==> config.mk <==
export PLATFORM = sky130hd
export DESIGN_NAME = fft_stage_sequencer
export DESIGN_NICKNAME = d
export VERILOG_FILES = /design/src/rtl/fft_pkg.sv /design/src/rtl/fft_addr_gen.sv /design/src/rtl/fft_stage_sequencer.sv
export SDC_FILE = /design/constraint.sdc
export NUM_CORES = 1
export LEC_CHECK = 0
export CAP_MARGIN = 5
export CORE_ASPECT_RATIO = 1.25
export CORE_MARGIN = 1
export CORE_UTILIZATION = 49
export CTS_CLUSTER_DIAMETER = 30
export DETAILED_ROUTE_END_ITERATION = 8
export PLACE_DENSITY = 0.79
export SLEW_MARGIN = 40
export SYNTH_ARGS = -nofsm -noshare
export SYNTH_HDL_FRONTEND = slang
export SYNTH_SLANG_ARGS = --single-unit
==> constraint.sdc <==
create_clock -name clk -period 1.9 [get_ports clk]
set_input_delay 0.38 -clock clk [delete_from_list [all_inputs] [get_ports clk]]
set_output_delay 0.38 -clock clk [all_outputs]
set_load 0.05 [all_outputs]
==> src/rtl/fft_pkg.sv <==
// Shared constants for the radix-2 FFT datapath: sequencer state encoding,
// default size/latency parameters, and twiddle format shared with the
// butterfly and twiddle ROM. No logic, no latency, no flow control.
package fft_pkg;

    // Default build configuration
    localparam int FFT_LOG2_N_DEF       = 6;
    localparam int FFT_MEM_LATENCY_DEF  = 1;
    localparam int FFT_BFLY_LATENCY_DEF = 3;

    // Twiddle word format: signed fixed point, Q1.15
    localparam int FFT_TW_WIDTH = 16;
    localparam int FFT_TW_FRAC  = 15;

    // Sequencer states (plain constants so legacy code can compare against them)
    localparam logic [1:0] ST_IDLE  = 2'd0;
    localparam logic [1:0] ST_ISSUE = 2'd1;
    localparam logic [1:0] ST_DRAIN = 2'd2;
    localparam logic [1:0] ST_DONE  = 2'd3;

endpackage

==> src/rtl/fft_addr_gen.sv <==
// Butterfly pair / twiddle index generator for one DIT stage.
// Latency: purely combinational. Backpressure: none (pure function of stage, j).
// Ports: stage, j (butterfly index within stage) in; addr_a, addr_b, tw_addr out.
module fft_addr_gen
    import fft_pkg::*;
#(
    parameter int LOG2_N = FFT_LOG2_N_DEF
) (
    input  logic [LOG2_N-1:0] stage,
    input  logic [LOG2_N-2:0] j,
    output logic [LOG2_N-1:0] addr_a,
    output logic [LOG2_N-1:0] addr_b,
    output logic [LOG2_N-2:0] tw_addr
);

    localparam logic [LOG2_N-1:0] STAGE_ONE  = LOG2_N'(1);
    localparam logic [LOG2_N-1:0] STAGE_LAST = LOG2_N'(LOG2_N - 1);
    localparam logic [LOG2_N-2:0] J_ONES     = '1;

    logic [LOG2_N-1:0] j_ext;
    logic [LOG2_N-2:0] k_mask;
    logic [LOG2_N-2:0] k;
    logic [LOG2_N-1:0] group_base;

    always_comb begin
        j_ext      = {1'b0, j};
        // k = j mod h; h-1 never exceeds N/2-1 so the mask fits in the j width
        k_mask     = ~(J_ONES << stage);
        k          = j & k_mask;
        // Start of the butterfly group: group number times 2h
        group_base = (j_ext >> stage) << (stage + STAGE_ONE);
        addr_a     = group_base | {1'b0, k};
        addr_b     = addr_a | (STAGE_ONE << stage);
        tw_addr    = k << (STAGE_LAST - stage);
    end

endmodule

==> src/rtl/fft_stage_sequencer.sv <==
// In-place radix-2 DIT FFT control: issues pair reads + twiddle index, writes
// results back D = MEM_LATENCY + BFLY_LATENCY cycles later, drains between stages.
// Backpressure: none; the butterfly is assumed fixed-latency, write-back runs off
// an internal delay line. Optional build macro LATENCY_CHECK_EN enables err.
// Ports: clk, rst (sync, active-high), start -> busy, done, stage; rd_en,
// rd_addr_a/b, tw_addr, bf_in_valid to RAM/butterfly; bf_out_valid from the
// butterfly; wr_en, wr_addr_a/b to RAM; err sticky latency-mismatch flag.
module fft_stage_sequencer
    import fft_pkg::*;
#(
    parameter int LOG2_N       = FFT_LOG2_N_DEF,
    parameter int MEM_LATENCY  = FFT_MEM_LATENCY_DEF,
    parameter int BFLY_LATENCY = FFT_BFLY_LATENCY_DEF
) (
    input  logic              clk,
    input  logic              rst,
    input  logic              start,
    output logic              busy,
    output logic              done,
    output logic [LOG2_N-1:0] stage,
    output logic              rd_en,
    output logic [LOG2_N-1:0] rd_addr_a,
    output logic [LOG2_N-1:0] rd_addr_b,
    output logic [LOG2_N-2:0] tw_addr,
    output logic              bf_in_valid,
    input  logic              bf_out_valid,
    output logic              wr_en,
    output logic [LOG2_N-1:0] wr_addr_a,
    output logic [LOG2_N-1:0] wr_addr_b,
    output logic              err
);

    localparam int D = MEM_LATENCY + BFLY_LATENCY;
    localparam logic [LOG2_N-2:0] J_LAST     = '1;
    localparam logic [LOG2_N-2:0] J_ONE      = (LOG2_N-1)'(1);
    localparam logic [LOG2_N-1:0] STAGE_ONE  = LOG2_N'(1);
    localparam logic [LOG2_N-1:0] STAGE_LAST = LOG2_N'(LOG2_N - 1);

    logic [1:0]        state_q, state_d;
    logic [LOG2_N-1:0] stage_q, stage_d;
    logic [LOG2_N-2:0] j_q, j_d;

    // Delay line: valid plus the pair addresses, one entry per cycle of latency
    logic [D-1:0]      vld_q, vld_d;
    logic [LOG2_N-1:0] pipe_a_q [D];
    logic [LOG2_N-1:0] pipe_a_d [D];
    logic [LOG2_N-1:0] pipe_b_q [D];
    logic [LOG2_N-1:0] pipe_b_d [D];

    logic [LOG2_N-1:0] gen_addr_a;
    logic [LOG2_N-1:0] gen_addr_b;
    logic [LOG2_N-2:0] gen_tw_addr;
    logic              pending;

    fft_addr_gen #(
        .LOG2_N (LOG2_N)
    ) u_addr_gen (
        .stage   (stage_q),
        .j       (j_q),
        .addr_a  (gen_addr_a),
        .addr_b  (gen_addr_b),
        .tw_addr (gen_tw_addr)
    );

    // Addresses are held at zero outside issue cycles so idle outputs stay quiet
    assign rd_en       = (state_q == ST_ISSUE);
    assign rd_addr_a   = rd_en ? gen_addr_a  : '0;
    assign rd_addr_b   = rd_en ? gen_addr_b  : '0;
    assign tw_addr     = rd_en ? gen_tw_addr : '0;
    assign bf_in_valid = vld_q[MEM_LATENCY-1];
    assign wr_en       = vld_q[D-1];
    assign wr_addr_a   = pipe_a_q[D-1];
    assign wr_addr_b   = pipe_b_q[D-1];
    assign busy        = (state_q == ST_ISSUE) || (state_q == ST_DRAIN);
    assign done        = (state_q == ST_DONE);
    assign stage       = stage_q;

    // Any write still in flight behind the output tap; when none is, the
    // current wr_en is the last write of the stage.
    always_comb begin
        pending = 1'b0;
        for (int i = 0; i < D - 1; i++) begin
            pending = pending | vld_q[i];
        end
    end

    always_comb begin
        state_d = state_q;
        stage_d = stage_q;
        j_d     = j_q;
        case (state_q)
            ST_IDLE: begin
                if (start) begin
                    state_d = ST_ISSUE;
                    stage_d = '0;
                    j_d     = '0;
                end
            end
            ST_ISSUE: begin
                j_d = j_q + J_ONE;
                if (j_q == J_LAST) begin
                    state_d = ST_DRAIN;
                    j_d     = '0;
                end
            end
            ST_DRAIN: begin
                // Next stage reads only after this stage's last write lands
                if (wr_en && !pending) begin
                    if (stage_q == STAGE_LAST) begin
                        state_d = ST_DONE;
                        stage_d = '0;
                    end else begin
                        state_d = ST_ISSUE;
                        stage_d = stage_q + STAGE_ONE;
                    end
                end
            end
            ST_DONE: begin
                state_d = ST_IDLE;
            end
            default: begin
                state_d = ST_IDLE;
            end
        endcase
    end

    always_comb begin
        vld_d       = {vld_q[D-2:0], rd_en};
        pipe_a_d[0] = rd_addr_a;
        pipe_b_d[0] = rd_addr_b;
        for (int i = 1; i < D; i++) begin
            pipe_a_d[i] = pipe_a_q[i-1];
            pipe_b_d[i] = pipe_b_q[i-1];
        end
    end

    always_ff @(posedge clk) begin
        if (rst) begin
            state_q <= ST_IDLE;
            stage_q <= '0;
            j_q     <= '0;
            vld_q   <= '0;
            for (int i = 0; i < D; i++) begin
                pipe_a_q[i] <= '0;
                pipe_b_q[i] <= '0;
            end
        end else begin
            state_q <= state_d;
            stage_q <= stage_d;
            j_q     <= j_d;
            vld_q   <= vld_d;
            for (int i = 0; i < D; i++) begin
                pipe_a_q[i] <= pipe_a_d[i];
                pipe_b_q[i] <= pipe_b_d[i];
            end
        end
    end

`ifdef LATENCY_CHECK_EN
    // The butterfly's own valid must line up with our write tap every cycle
    logic err_q, err_d;

    always_comb begin
        err_d = err_q | (bf_out_valid ^ vld_q[D-1]);
    end

    always_ff @(posedge clk) begin
        if (rst) begin
            err_q <= 1'b0;
        end else begin
            err_q <= err_d;
        end
    end

    assign err = err_q;
`else
    logic unused_bf_out_valid;
    assign unused_bf_out_valid = bf_out_valid;
    assign err = 1'b0;
`endif

endmodule

# Word-level counts from Yosys, hierarchy flattened
# Memory sizes are Yosys's and may differ from the RTL's.
# Index checks and enable logic that the tools add are counted.
[classes]
n_mux = 26
shifts = 5
addsub = 3
bitwise_logic = 14
n_eq_ne = 8
magnitude_cmp = 0
n_reduce_logical = 9
n_div = 0
n_mul = 0
[ops]
columns = ["operator", "count"]
rows = [
  ["6-bit 2-to-1 mux", 13],
  ["5-bit 2-to-1 mux", 3],
  ["6-bit case mux with 2 select lines", 1],
  ["1-bit bitwise OR", 10],
  ["5-bit case mux with 2 select lines", 1],
  ["2-bit 2-to-1 mux", 4],
  ["2-bit case mux with 4 select lines", 1],
  ["6-bit by 1-bit adder with 6-bit output (second input constant)", 1],
  ["6-bit by 3-bit equality test with 1-bit output (second input constant)", 1],
  ["6-bit by 5-bit bitwise OR with 6-bit output", 1],
  ["6-bit bitwise OR", 1],
  ["3-bit AND reduction", 2],
  ["1-bit by 6-bit << shifter with 6-bit output (first input constant)", 1],
  ["5-bit by 6-bit << shifter with 5-bit output", 1],
  ["5-bit by 6-bit << shifter with 5-bit output (first input constant)", 1],
  ["6-bit by 6-bit << shifter with 6-bit output", 1],
  ["5-bit by 6-bit right shift with 6-bit output", 1],
  ["3-bit by 6-bit subtractor with 6-bit output (first input constant)", 1],
  ["5-bit by 1-bit adder with 5-bit output (second input constant)", 1],
  ["5-bit bitwise AND", 1],
  ["5-bit equality test (second input constant)", 1],
  ["5-bit NOT", 1],
  ["2-bit equality test (second input constant)", 2],
  ["2-bit by 1-bit inequality test with 1-bit output (second input constant)", 2],
  ["9 further kinds", 12],
]
[totals]
latchBits = 0
ff_bits = 17
input_bits = 4
mem_bits_ro = 0
memories = 2
out_inout_bits = 41
wordCells = 71
ram_bits = 48
[memory_table]
columns = ["memory", "depth", "width", "rd", "rd_clocked_by_memory_dff", "wr", "line_no", "text"]
rows = [
  ["pipe_a_q", 4, 6, 4, 0, 4, "fft_stage_sequencer.sv:45", "logic [LOG2_N-1:0] pipe_a_q [D];"],
  ["pipe_b_q", 4, 6, 4, 0, 4, "fft_stage_sequencer.sv:47", "logic [LOG2_N-1:0] pipe_b_q [D];"],
]

# Longest topological paths before layout
# Gate-level depths: netlist of run 1.
[logic_depth]
ltp_word = 7
mapped_depth = 8
depth_no_buf = 7

# Modules after synthesis
# Synthesis of run 1 repeated with hierarchy kept, for this count alone.
[hier_totals]
hier_cells = 350
hier_area_um2 = 3196.8
[by_module_without_submodules]
columns = ["module", "seq_area_each_um2", "n_inst", "area_per_inst_um2", "cells_each"]
rows = [
  ["fft_stage_sequencer", 1301.2, 1, 2417.3, 237],
  ["fft_addr_gen", 0.0, 1, 779.5, 113],
]

# Least setup slack after synthesis of run 1
# No wires, ideal clock.
[synth_timing]
path_kind = "register -> output"
from = "register stage_q[1], in the netlist stage[1]"
to = "output tw_addr[0]"
path_buffers = 1
path_stages_with_launch = 7
required_time_ns = 1.520
t_arrival_ns = 2.822
setup_slack_ns = -1.302
cell_sequence = "dfxtp_1 -> buf_1 -> nand4_1 -> a211oi_1 -> o21ai_1 -> or2_1 -> nor3_1"
[synth_between]
elab_chain_len = 5
word_cells_on_any_way = 6
classes_between = "1 x add/sub; 2 x shift; 1 x mux; 2 x bitwise"
[synth_lines]
columns = ["item", "line_no", "text"]
rows = [
  ["start: declaration", "fft_stage_sequencer.sv:40", "logic [LOG2_N-1:0] stage_q, stage_d;"],
  ["start signal: assignment", "fft_stage_sequencer.sv:149", "stage_q <= stage_d;"],
  ["branches (longest 3 deep; another with 3-bit by 6-bit subtractor with 6-bit output)", "-", ""],
  ["5-bit by 6-bit << shifter with 5-bit output *", "fft_addr_gen.sv:34", "tw_addr = k << (STAGE_LAST - stage);"],
  ["5-bit 2-to-1 mux *", "fft_stage_sequencer.sv:69", "assign tw_addr = rd_en ? gen_tw_addr : '0;"],
  ["end: declaration", "fft_stage_sequencer.sv:24", "output logic [LOG2_N-2:0] tw_addr,"],
]
# Every way passes the cells marked *.

# Final worst setup path of run 1
[layout_timing]
from = "register stage_q[0], in the netlist stage[0]"
to = "output rd_addr_b[2]"
[layout_between]
elab_chain_len = 6
word_cells_on_any_way = 10
classes_between = "1 x add/sub; 4 x shift; 1 x mux; 4 x bitwise"
[layout_lines]
columns = ["item", "line_no", "text"]
rows = [
  ["branches (longest 4 deep; another with 6-bit by 1-bit adder with 6-bit output)", "-", ""],
  ["6-bit bitwise OR *", "fft_addr_gen.sv:33", "addr_b = addr_a | (STAGE_ONE << stage);"],
  ["6-bit 2-to-1 mux *", "fft_stage_sequencer.sv:68", "assign rd_addr_b = rd_en ? gen_addr_b : '0;"],
  ["end: declaration", "fft_stage_sequencer.sv:23", "output logic [LOG2_N-1:0] rd_addr_b,"],
]
# Marked as above.

==> summary.md, run 1 <==
| Metric | Value |
|---|---|
| Largest net degree at the start of global routing | `between 40 and 50` |
| Kind of end point of the critical path | `primary output` |
| Final nets | `469` |
| Ant diodes | `0` |
| Worst-Skew Late Latency | `between 0.3 and 0.4 ns` |
| Power share of the combinational group | `34.9%` |
| Global-route wire length before repair | `13.3 mm` |
| Via density | `5.70` |
| CTS sink cnt | `65` |
| Die H | `90.0 microns` |
| GRT Total Usage | `26.9%` |
| HPWL reported at the end of detailed placement | `5.57 mm` |
| Wirelength, routed | `9.71 mm` |
| Crit path depth | `7` |
| Syn Area/Cell | `8.61 sq um` |
| Power Density | `843 nW/um^2` |
| Fin. max-slew vios | `0` |
| Dominant cells by area after synthesis | `dfxtp_1, nor2b_1, ha_1, nor2_1, buf_4` |
| Utilization after layout | `83.0%` |
| Hold-fix buffers at CTS | `0` |
| Largest stage delay, worst path | `around 0.44 ns` |
| Unrepaired setup endpoints after global routing | `true` |
| Core Box Area | `5900 sq um` |
| I/O Buffers | `42` |
| Startpoint types | `flop` |
| Register bit total from synthesis | `65` |
| CTS buffer count | `9` |
| R2R setup slack | `-0.08 ns` |
| Die area | `6520 sq um` |
| Min cycle time layout | `between 2 and 3 ns` |
| Cell Area, Synth | `3040 sq um` |
| Failing checks | `setup timing` |
| Initial antenna violation count | `0` |
| Crit-path cells | `mux2_4 > a22oi_2 > nor3_1 > a31oi_1 > buf_4 > o21ai_4 > buf_12` |
| Syn Nets | `367` |
| Switching Fraction | `around a third` |
| Gr ovfl total | `0` |
| GP Congestion | `0.925` |
| Mapped Cells | `353` |
| I/O Pins | `45` |
| Share of the synthesized area in the top cell type | `approximately 43%` |
| Ys flop type | `dfxtp_1` |
| Max-cap viol count | `0` |
| Row count | `31` |
| Vias | `3,091` |
| CTS tree | `yes` |
| Final Hold Fails | `0` |
| Hold Path Depth | `1` |
| Rel. slew slack | `64.9%` |
| Sequential share of the synthesized area | `42.8%` |
| CTS Root Cell | `clkbuf_8` |
| Wire length per cell | `17.9 microns` |
| Synth Warn # | `0` |
| CP bufs+invs | `2` |
| EDFF count, synth | `0` |
| Cell internal pwr | `2.69 mW` |
| Initial Utilization | `51.5%` |
| Bufs on Longest Clock Path | `2` |
| Share of layout cells above drive strength 1 | `around 46%` |
| Hold Path Class | `reg -> reg` |
| Max H-tree Level | `3` |
| F_max | `0.372 GHz` |
| Crit Path Class | `reg -> out` |
| Area Overhead vs Synth | `61.1%` |
| Library cells used by synthesis | `between 50 and 60` |
| Worst Setup SP | `stage[0]` |
| R2R cell count | `7` |
| Reg clk slew, reported paths | `0.07 ns` |
| RR Endpoint | `pipe_b_q[0][2]` |
| Setup violations, final | `19` |
| Routed Antenna Nets | `0` |
| Pre-antenna DRT Iters | `5` |
| CP endpoint | `rd_addr_b[2]` |
| Power share of the clock group | `30.2%` |
| Die width | `72.4 microns` |
| Vias in the first global route | `2,884` |
| Worst VDD drop | `0.721 mV` |
| Crit-path slowest cell | `dfxtp_4` |
| Asr flop ratio synth | `0%` |
| Lkg Pwr | `1.99 nW` |
| Launch point of the worst reg-to-reg path | `stage[0]` |
| Largest area contributor in the netlist | `dfxtp_1` |
| Final worst path period share | `141%` |
| Status | `finished, violations left` |
| Post-route setup slack | `-0.786 ns` |
| Iter 0 DRT Violations | `261` |
| Critical path fanouts, max | `8` |
| Setup TNS | `-11.16 ns` |
| Worst EP required | `1.52 ns` |
| Family with the most delay on the worst path | `compound AO/OA/AOI/OAI gates` |
| NetSw | `1.44 mW` |
| Worst Tran Pin Value | `~0.52 ns` |
| Worst Clk Skew | `0.00919 ns` |
| DRC Markers | `0` |
| Sequential share of power | `34.9%` |
| CP arrival | `2.31 ns` |
[sequential cells by signal, indices dropped and copies added, names as in the netlist]
| signal | cells |
|---|---|
| pipe_a_q | 24 |
| pipe_b_q | 24 |
| stage | 6 |
| j_q | 5 |
| vld_q | 4 |
| state_q | 2 |
[worst reg2reg max path, stage by stage (launching register included)]
cell,delay (ns)
dfxtp_4,0.44
mux2_4,0.35
a22oi_2,0.38
nor3_1,0.14
a31oi_1,0.22
buf_4,0.20
buf_6,0.11
o21ai_2,0.04
[through the flow]
step | power, mW | worst slack, ns | std cells | instance area (sq um) | hold slack, ns
finish | 4.13 | -0.786 | 542 | 4890 | 0.435
global route | 4.29 | -0.879 | 542 | 4890 | 0.442
CTS | 4.03 | -0.626 | 536 | 4640 | 0.436
detailed placement | 2.73 | -0.366 | 514 | 4210 | 0.425
global placement | 2.69 | -0.312 | 514 | 4210 | 0.415
floorplan | 2.19 | -0.354 | 353 | 3200 | 0.414
[kinds of logic after synthesis]
family	Yosys count	share of synthesized area [%]
XOR/XNOR	6	1.73
flip-flops	65	42.8
AND/OR/NAND/NOR	155	27.8
AO/OA/AOI/OAI	65	13.6
buffers and inverters	46	7.62
other	1	0.123
adder cells (fa/ha/maj)	10	4.12
multiplexers	5	2.14
[synthesized netlist by cell type (4+ instances only)]
| cell type | n |
|---|---|
| dfxtp_1 | 65 |
| nor2b_1 | 44 |
| nor2_1 | 30 |
| nand2_1 | 20 |
| a21oi_1 | 18 |
| nor3_1 | 14 |
| buf_4 | 13 |
| clkbuf_1 | 13 |
| o21ai_0 | 11 |
| ha_1 | 10 |
| inv_1 | 10 |
| nand3_1 | 10 |
| buf_2 | 8 |
| nand2b_1 | 8 |
| a31oi_1 | 7 |
| o21ai_1 | 6 |
| and3_1 | 4 |
| nand4_1 | 4 |
| or4_1 | 4 |
| xnor2_1 | 4 |
[metal layers]
layer	part of all wire [%]	wire, microns	vias up	GRT usage (%)
li1	-	-	1400	-
met1	34	3340	1434	28.2
met2	51	4970	189	46.0
met3	7.4	719	68	6.84
met4	7.0	679	0	18.3
met5	0	0	-	0
[cells in the final DEF (no fill, tap or decap), types with 3 or more instances in the layout]
cell type	instances
o21ai_0	10
o21ai_2	5
nor2b_1	44
a31oi_1	7
a211oi_2	3
inv_1	10
nand3_2	4
clkbuf_8	9
ha_1	5
buf_6	11
xnor2_1	3
nor3_2	4
nor2_2	9
nand3_1	6
buf_12	19
nor4_4	3
nand2_1	18
nor2_1	19
dfxtp_1	57
dfxtp_4	6
a21oi_1	8
or4_4	3
a21oi_2	8
clkdlybuf4s50_1	14
nand2b_1	6
buf_4	80
ha_4	4
nand4_1	4
nor3_1	8
[what timing repair did]
| item | in CTS | in global routing |
|---|---|---|
| setup endpoints to repair | 20 | 25 |
| buffers inserted | 7 | 7 |
| pin swaps | 12 | 18 |
| endpoints found under the hold margin | 0 | 0 |
| gates resized for setup | 40 | 47 |
[how the worst min path moves through the flow]
stage / from / to / slack [ns]
after floorplan: pipe_a_q[0][4] / pipe_a_q[0][10] / 0.41
after global placement: pipe_b_q[0][2] / pipe_b_q[0][8] / 0.42
after detailed placement: pipe_b_q[0][9] / pipe_b_q[0][15] / 0.43
after CTS: pipe_b_q[0][9] / pipe_b_q[0][15] / 0.44
after global routing: pipe_b_q[0][6] / pipe_b_q[0][12] / 0.44
final: pipe_b_q[0][9] / pipe_b_q[0][15] / 0.43
[power groups by stage]
stage	clock, mW	combinational (mW)	sequential (mW)
floorplan	0	0.699	1.49
global placement	0	1.22	1.47
detailed placement	0	1.25	1.47
CTS	1.26	1.33	1.44
global route	1.33	1.51	1.45
finish	1.24	1.44	1.44
[cell type report]
| class | count | area (sq um) |
|---|---|---|
| Fill cell | 340 | 1000 |
| Multi-Input combinational cell | 242 | 1930 |
| Timing Repair Buffer | 126 | 1280 |
| Inverter | 11 | 41.3 |
| Clock inverter | 5 | 62.6 |
| Sequential cell | 65 | 1330 |
| Tap cell | 82 | 103 |
| Clock buffer | 11 | 153 |
Power figures use the tool's default switching activity.
==> run 2: changes to the inputs <==
--- a/config.mk
+++ b/config.mk
@@ -5,9 +5,8 @@
 export SDC_FILE = /design/constraint.sdc
 export NUM_CORES = 1
 export LEC_CHECK = 0
-export CAP_MARGIN = 5
 export CORE_ASPECT_RATIO = 1.25
-export CORE_MARGIN = 1
+export CORE_MARGIN = 5
 export CORE_UTILIZATION = 49
 export CTS_CLUSTER_DIAMETER = 30
 export DETAILED_ROUTE_END_ITERATION = 8
==> run 2 against run 1 <==
Net effect: combinational power up 6%; first-iteration DRC count increased by 13%; wire length rose by 18%; worst setup slack gained 0.025 ns; the run still ends with setup timing left; non-clock buffer count rose by 16.
==> summary.md, run 2 (synthesized netlist as in run 1, its figures left out) <==
| Metric | Value |
|---|---|
| R2R setup slack | `-0.10 ns` |
| Bufs on Longest Clock Path | `2` |
| Core Box Area | `around 6000 sq um` |
| CTS tree | `yes` |
| Hold Path Origin | `rst` |
| R2R cell count | `7` |
| Vias | `around 3,300` |
| Worst Tran Pin Value | `0.496 ns` |
| GRT Total Usage | `between 20% and 30%` |
| Vias in the first global route | `3,165` |
| Launch point of the worst reg-to-reg path | `stage[0]` |
| Crit Path Class | `reg -> out` |
| Post-route setup slack | `-0.761 ns` |
| Die H | `98.0 microns` |
| Worst Clk Skew | `~0.012 ns` |
| Area Overhead vs Synth | `69.2%` |
| Fill count | `331` |
| Lkg Pwr | `2.08 nW` |
| Share of layout cells above drive strength 1 | `approximately half` |
| Largest net degree at the start of global routing | `42` |
| Pre-antenna DRT Iters | `6` |
| Met1 wire length | `4.18 mm` |
| Most frequent cells in the layout | `buf_4, dfxtp_1, nor2b_1` |
| Die area | `7880 sq um` |
| CP arrival | `2.28 ns` |
| Final nets | `approximately 490` |
| Hold Path Sink | `j_q[1]` |
| Worst VDD drop | `0.698 mV` |
| Ant diodes | `0` |
| Power Density | `between 700 and 800 nW/um^2` |
| HPWL reported at the end of detailed placement | `between 5 and 6 mm` |
| CTS sink cnt | `65` |
| Fin. max-slew vios | `0` |
| Hold Path Depth | `2` |
| F_max | `0.376 GHz` |
| Gr ovfl total | `0` |
| Met2 Routed Length | `~5.7 mm` |
| RR Endpoint | `pipe_b_q[0][5]` |
| Hold-fix buffers at CTS | `0` |
| Reg clk slew, reported paths | `about 0.080 ns` |
| GP Congestion | `0.964` |
| Min cycle time layout | `2.66 ns` |
| Setup WS pre-CTS | `-0.496 ns` |
| Final Hold Fails | `0` |
| Row count | `32` |
| Unrepaired setup endpoints after global routing | `true` |
| I/O Pins | `between 40 and 50` |
| Die width | `80.4 microns` |
| Setup violations, final | `20` |
| Status | `finished, violations left` |
| Setup TNS | `-11.89 ns` |
| Rel. slew slack | `between 60% and 70%` |
| Wire length per cell | `20.5 microns` |
| DR top layer | `met4` |
| DRC Markers | `0` |
| Initial antenna violation count | `0` |
| Initial Utilization | `49.9%` |
| CTS buffer count | `9` |
| Iter 0 DRT Violations | `294` |
| Final worst path period share | `140%` |
| Wirelength, routed | `11.5 mm` |
| Global-route wire length before repair | `15.8 mm` |
| Failing checks | `setup timing` |
| Routed Antenna Nets | `0` |
| CTS Root Cell | `clkbuf_8` |
| Metal3 WL | `758 microns` |
| Kind of end point of the critical path | `primary output` |
| Startpoint types | `flop` |
| Max-cap viol count | `0` |
| Most common cell after layout, fill and taps aside | `buf_4` |
| Worst EP required | `roughly 1.5 ns` |
| Max H-tree Level | `3` |
| Critical path fanouts, max | `8` |
| Hold_ws | `roughly 0.42 ns` |
| I/O Buffers | `42` |
| Worst-Skew Late Latency | `0.34 ns` |
| Hold Path Class | `in -> reg` |
| Via density | `5.87` |
-- run 2: cell types whose count changed in the layout (fill, tap and decap cells not counted), moves of 3 or more --
| cell | previous run | this run |
|---|---|---|
| nor3_4 | 2 | 5 |
| a31oi_4 | 0 | 3 |
| buf_4 | 80 | 88 |
| o21ai_0 | 10 | 6 |
| buf_6 | 11 | 17 |
| a31oi_1 | 7 | 3 |
| o21ai_1 | 1 | 7 |
| clkinv_2 | 0 | 3 |
-- run 2: worst max-delay path by stage --
stage / to / start / cells after the start
6_report: rd_addr_a[3] / stage[0] / 8
5_1_grt: rd_addr_b[0] / stage[4] / 9
4_1_cts: rd_addr_b[3] / stage[4] / 7
3_5_place_dp: rd_addr_b[3] / stage[5] / 9
3_3_place_gp: rd_addr_b[3] / stage[4] / 7
2_1_floorplan: tw_addr[0] / stage[1] / 6
-- run 2: layout make-up --
type	instances	area (sq um)	area share, %
well taps	85	106	2.07
clock buffers	11	141	2.75
flip-flops and latches	65	1330	25.8
repair buffers	142	1440	28.1
inverters	11	41.3	0.803
multi-input cells	242	2050	39.9
clock inverters	5	30.0	0.584
-- run 2: where the power goes --
part / internal, mW / switching, mW
clock network: 0.506 / 0.547
registers: 1.41 / 0.0445
logic: 0.638 / 0.886
total: 2.55 / 1.48
-- run 2: per-stage QoR --
step | total power [mW] | util, % | std cells | cell area, sq um
floorplan | 2.19 | - | 353 | 3200
global placement | 2.69 | 70.1 | 527 | 4260
detailed placement | 2.72 | 70.1 | 527 | 4260
CTS | 3.84 | 81.3 | 559 | 4940
global route | 4.15 | 84.5 | 561 | 5140
finish | 4.03 | 84.5 | 561 | 5140
-- run 2: worst max-delay path, stage by stage, from the launching register on --
cell	delay, ns
dfxtp_4	0.42
mux2_4	0.36
a221oi_4	0.34
o211a_4	0.25
buf_6	0.10
buf_6	0.09
nand2b_4	0.05
and3_4	0.19
buf_12	0.14
-- run 2: metal layers --
metal  vias up  track usage [%]
li1       1441                -
met1      1568             28.2
met2       200             47.3
met3        86             5.90
met4         0             10.3
met5         -                0
-- run 2: what timing repair did --
item                       in CTS  in global routing
pin swaps                      23                 17
setup buffers                  16                  5
gates resized for setup        84                 38
setup endpoints to repair      24                 33
==> run 3: changes to the inputs <==
--- a/config.mk
+++ b/config.mk
@@ -5,6 +5,7 @@
 export SDC_FILE = /design/constraint.sdc
 export NUM_CORES = 1
 export LEC_CHECK = 0
+export ABC_AREA = 1
 export CORE_ASPECT_RATIO = 1.25
 export CORE_MARGIN = 5
 export CORE_UTILIZATION = 49
==> run 3 against run 2 <==
Net effect: the run still ends with setup timing left; worst setup slack improved by 0.20 ns; die area increased by 3.1%; combinational power rose by 110%; sequential share of layout area increased by 0.70 points; global-route usage is 3.7 points lower; maximum frequency rose by 8.0%.
==> summary.md, run 3 <==
| Metric | Value |
|---|---|
| Most frequent cells after synthesis | `inv_1, nor2_1, dfxtp_1, nand2_1, nand3_1` |
| EDFF count, synth | `0` |
| Largest net degree at the start of global routing | `47` |
| Dpl cells | `606` |
| Via density | `roughly 5` |
| Critical path fanouts, max | `7` |
| Bufs on Longest Clock Path | `2` |
| Crit-path slowest cell | `dfxtp_4` |
| Power share of the combinational group | `51.9%` |
| Die area | `roughly 8100 sq um` |
| Worst EP required | `between 1.5 and 2 ns` |
| Pre-antenna DRT Iters | `4` |
| Crit path depth | `12` |
| Ys flop type | `dfxtp_1` |
| Worst Setup SP | `stage[2]` |
| Final worst path period share | `130%` |
| CP endpoint | `tw_addr[4]` |
| Setup violations, final | `17` |
| GP Congestion | `0.944` |
| Syn Area/Cell | `about 7.2 sq um` |
| Max H-tree Level | `3` |
| Sequential share of the synthesized area | `approximately 41%` |
| Gr ovfl total | `0` |
| Startpoint types | `flop` |
| Final Hold Fails | `0` |
| GRT Total Usage | `approximately 22%` |
| Share of the synthesized area in the top cell type | `between 40 and 50%` |
| Iter 0 DRT Violations | `168` |
| HPWL reported at the end of detailed placement | `6.16 mm` |
| R2R cell count | `11` |
| Hold-fix buffers at CTS | `0` |
| Fin. max-slew vios | `0` |
| Finished Layout Cells | `633` |
| Core Box Area | `6210 sq um` |
| Worst VDD drop | `0.945 mV` |
| Initial antenna violation count | `0` |
| Status | `finished, violations left` |
| Post-route setup slack | `-0.564 ns` |
| Rel. slew slack | `65.9%` |
| Cell internal pwr | `about 3.7 mW` |
| Worst-Skew Late Latency | `0.34 ns` |
| Power share of the clock group | `22.2%` |
| Mapped Cells | `438` |
| RR Endpoint | `stage[2]` |
| Synth Warn # | `0` |
| CTS sink cnt | `65` |
| Initial Utilization | `50.7%` |
| Most used cell, CP | `nand2_4` |
| Reg clk slew, reported paths | `0.08 ns` |
| Vias in the first global route | `around 3,200` |
| Row count | `32` |
| CP bufs+invs | `3` |
| Cell Area, Synth | `3140 sq um` |
| Max-cap viol count | `0` |
| Kind of end point of the critical path | `primary output` |
| Launch point of the worst reg-to-reg path | `state_q[0]` |
| CTS Root Cell | `clkbuf_8` |
| Global-route wire length before repair | `13.9 mm` |
| Sequential share of power | `25.9%` |
| Register bit total from synthesis | `65` |
| Crit-path cells | `ha_4 > inv_4 > nand2_4 > xor2_4 > nor2_4 > nand2_4 > nor2_4 > nand2_4 > nand2_2 > nand3_2 > clkinvlp_4 > buf_12` |
| Ant diodes | `0` |
| Routed Antenna Nets | `0` |
| Die H | `99.6 microns` |
| Most frequent cells in the layout | `buf_4, nor2_1, inv_1` |
| CTS tree | `yes` |
| Top-count cell post-synth | `inv_1` |
| Register Area | `1330 sq um` |
| R2R setup slack | `around 0.06 ns` |
| F_max | `between 0.4 and 0.5 GHz` |
| Final nets | `557` |
| I/O Pins | `45` |
| Largest stage delay, worst path | `0.40 ns` |
| Library cells used by synthesis | `36` |
| Worst Clk Skew | `0.0115 ns` |
| Unrepaired setup endpoints after global routing | `true` |
| Switching Fraction | `39.8%` |
| Power Density | `1210 nW/um^2` |
| Wire length per cell | `13.7 microns` |
| Crit Path Class | `reg -> out` |
| I/O Buffers | `42` |
| CP arrival | `2.08 ns` |
| Share of layout cells above drive strength 1 | `about 42%` |
| Utilization after layout | `80.6%` |
| CTS buffer count | `9` |
| Most common cell after layout, fill and taps aside | `buf_4` |
| Area Overhead vs Synth | `59.2%` |
| Min cycle time layout | `2.46 ns` |
| Failing checks | `setup timing` |
| Hold Path Class | `in -> reg` |
| NetSw | `between 2 and 2.5 mW` |
| Fill count | `384` |
| Area of the multi-input gates | `1750 sq um` |
| Wirelength, routed | `8.65 mm` |
| DRC Markers | `0` |
| Die width | `between 80 and 90 microns` |
| Vias | `3,128` |
| Worst Tran Pin Value | `around 0.51 ns` |
| Largest area contributor in the netlist | `dfxtp_1` |
| Dominant cells by area after synthesis | `dfxtp_1, inv_1, nor2_1, nand2_1, nand3_1` |
| Syn Nets | `452` |
| Asr flop ratio synth | `0%` |
| Family with the most delay on the worst path | `simple AND/OR/NAND/NOR gates` |
| Lkg Pwr | `between 2 and 2.5 nW` |
## run 3: cell count changes after synthesis, sizes merged, moves of 4 or more
| cell | delta |
|---|---|
| or4 | -4 |
| a31oi | -7 |
| nand4 | +7 |
| and3 | -4 |
| nand2b | -8 |
| nand2 | +50 |
| clkbuf | -8 |
| inv | +70 |
| nand3 | +26 |
| nor2b | -44 |
| o21ai | -7 |
| nor2 | +49 |
## run 3: worst reg2reg max path, cell delays in order, from the launching register on
cell	delay (ns)
dfxtp_2	0.36
buf_4	0.11
inv_1	0.07
ha_1	0.25
inv_1	0.11
a41oi_1	0.06
nor2_1	0.14
nand2_1	0.11
nor3_2	0.12
buf_4	0.17
nand2_1	0.11
a21oi_2	0.17
## run 3: stage by stage
stage	setup WS, ns	instance area (sq um)	setup TNS, ns	hold WS [ns]	total power, mW
finish	-0.564	5000	-8.67	0.400	6.07
global route	-0.672	5000	-10.68	0.399	6.39
CTS	-0.521	4860	-8.02	0.395	5.90
detailed placement	-0.261	4350	-3.04	0.395	4.32
global placement	-0.236	4350	-2.81	0.389	4.26
floorplan	-0.199	3370	-0.921	0.388	3.31
## run 3: worst min path at each step
stage	from	to	slack (ns)	cells past startpoint
after floorplan	pipe_a_q[0][4]	pipe_a_q[0][10]	0.39	2
after global placement	pipe_b_q[0][4]	pipe_b_q[0][10]	0.39	2
after detailed placement	pipe_a_q[0][14]	pipe_a_q[0][20]	0.39	2
after CTS	rst	vld_q[1]	0.40	2
after global routing	rst	vld_q[1]	0.40	2
final	rst	vld_q[1]	0.40	2
## run 3: cell type report
class	count	share of cell area, %
clock inverter	4	1.48
inverter	81	6.52
tap	85	2.13
clock buffer	12	3.13
timing repair buffer	124	25.3
multi-input combinational	262	35.0
sequential	65	26.5
## run 3: cell families (layout without fill, tap and decap cells)
family          count (synthesis)  in the layout  share of synthesized area (%)
simple gates                  209            209                           30.4
buf+inv                       111            221                           15.7
flops                          65             65                           41.4
compound gates                 37             37                           6.84
fa+ha+maj                      10             10                           3.98
xor+xnor                        5              5                           1.63
other cells                     1              1                          0.119
## run 3: layer usage
metal / part of all wire (%) / vias up / track usage [%]
met1: 36 / 1424 / 21.8
met4: 5.4 / 0 / 13.4
met5: 0 / - / 0
li1: - / 1553 / -
met2: 54 / 105 / 40.3
met3: 4.8 / 46 / 5.98
## run 3: power groups by stage
stage | clock network [mW] | registers, mW | logic [mW]
after floorplan | 0 | 1.66 | 1.65
after global placement | 0 | 1.58 | 2.69
after detailed placement | 0 | 1.58 | 2.74
after CTS | 1.36 | 1.57 | 2.97
after global routing | 1.42 | 1.58 | 3.38
final | 1.35 | 1.57 | 3.15
## run 3: timing repair
item | 4_1_cts | 5_1_grt
pin swaps | 16 | 16
gates resized for setup | 55 | 31
setup buffers | 9 | 4
setup endpoints to repair | 18 | 28
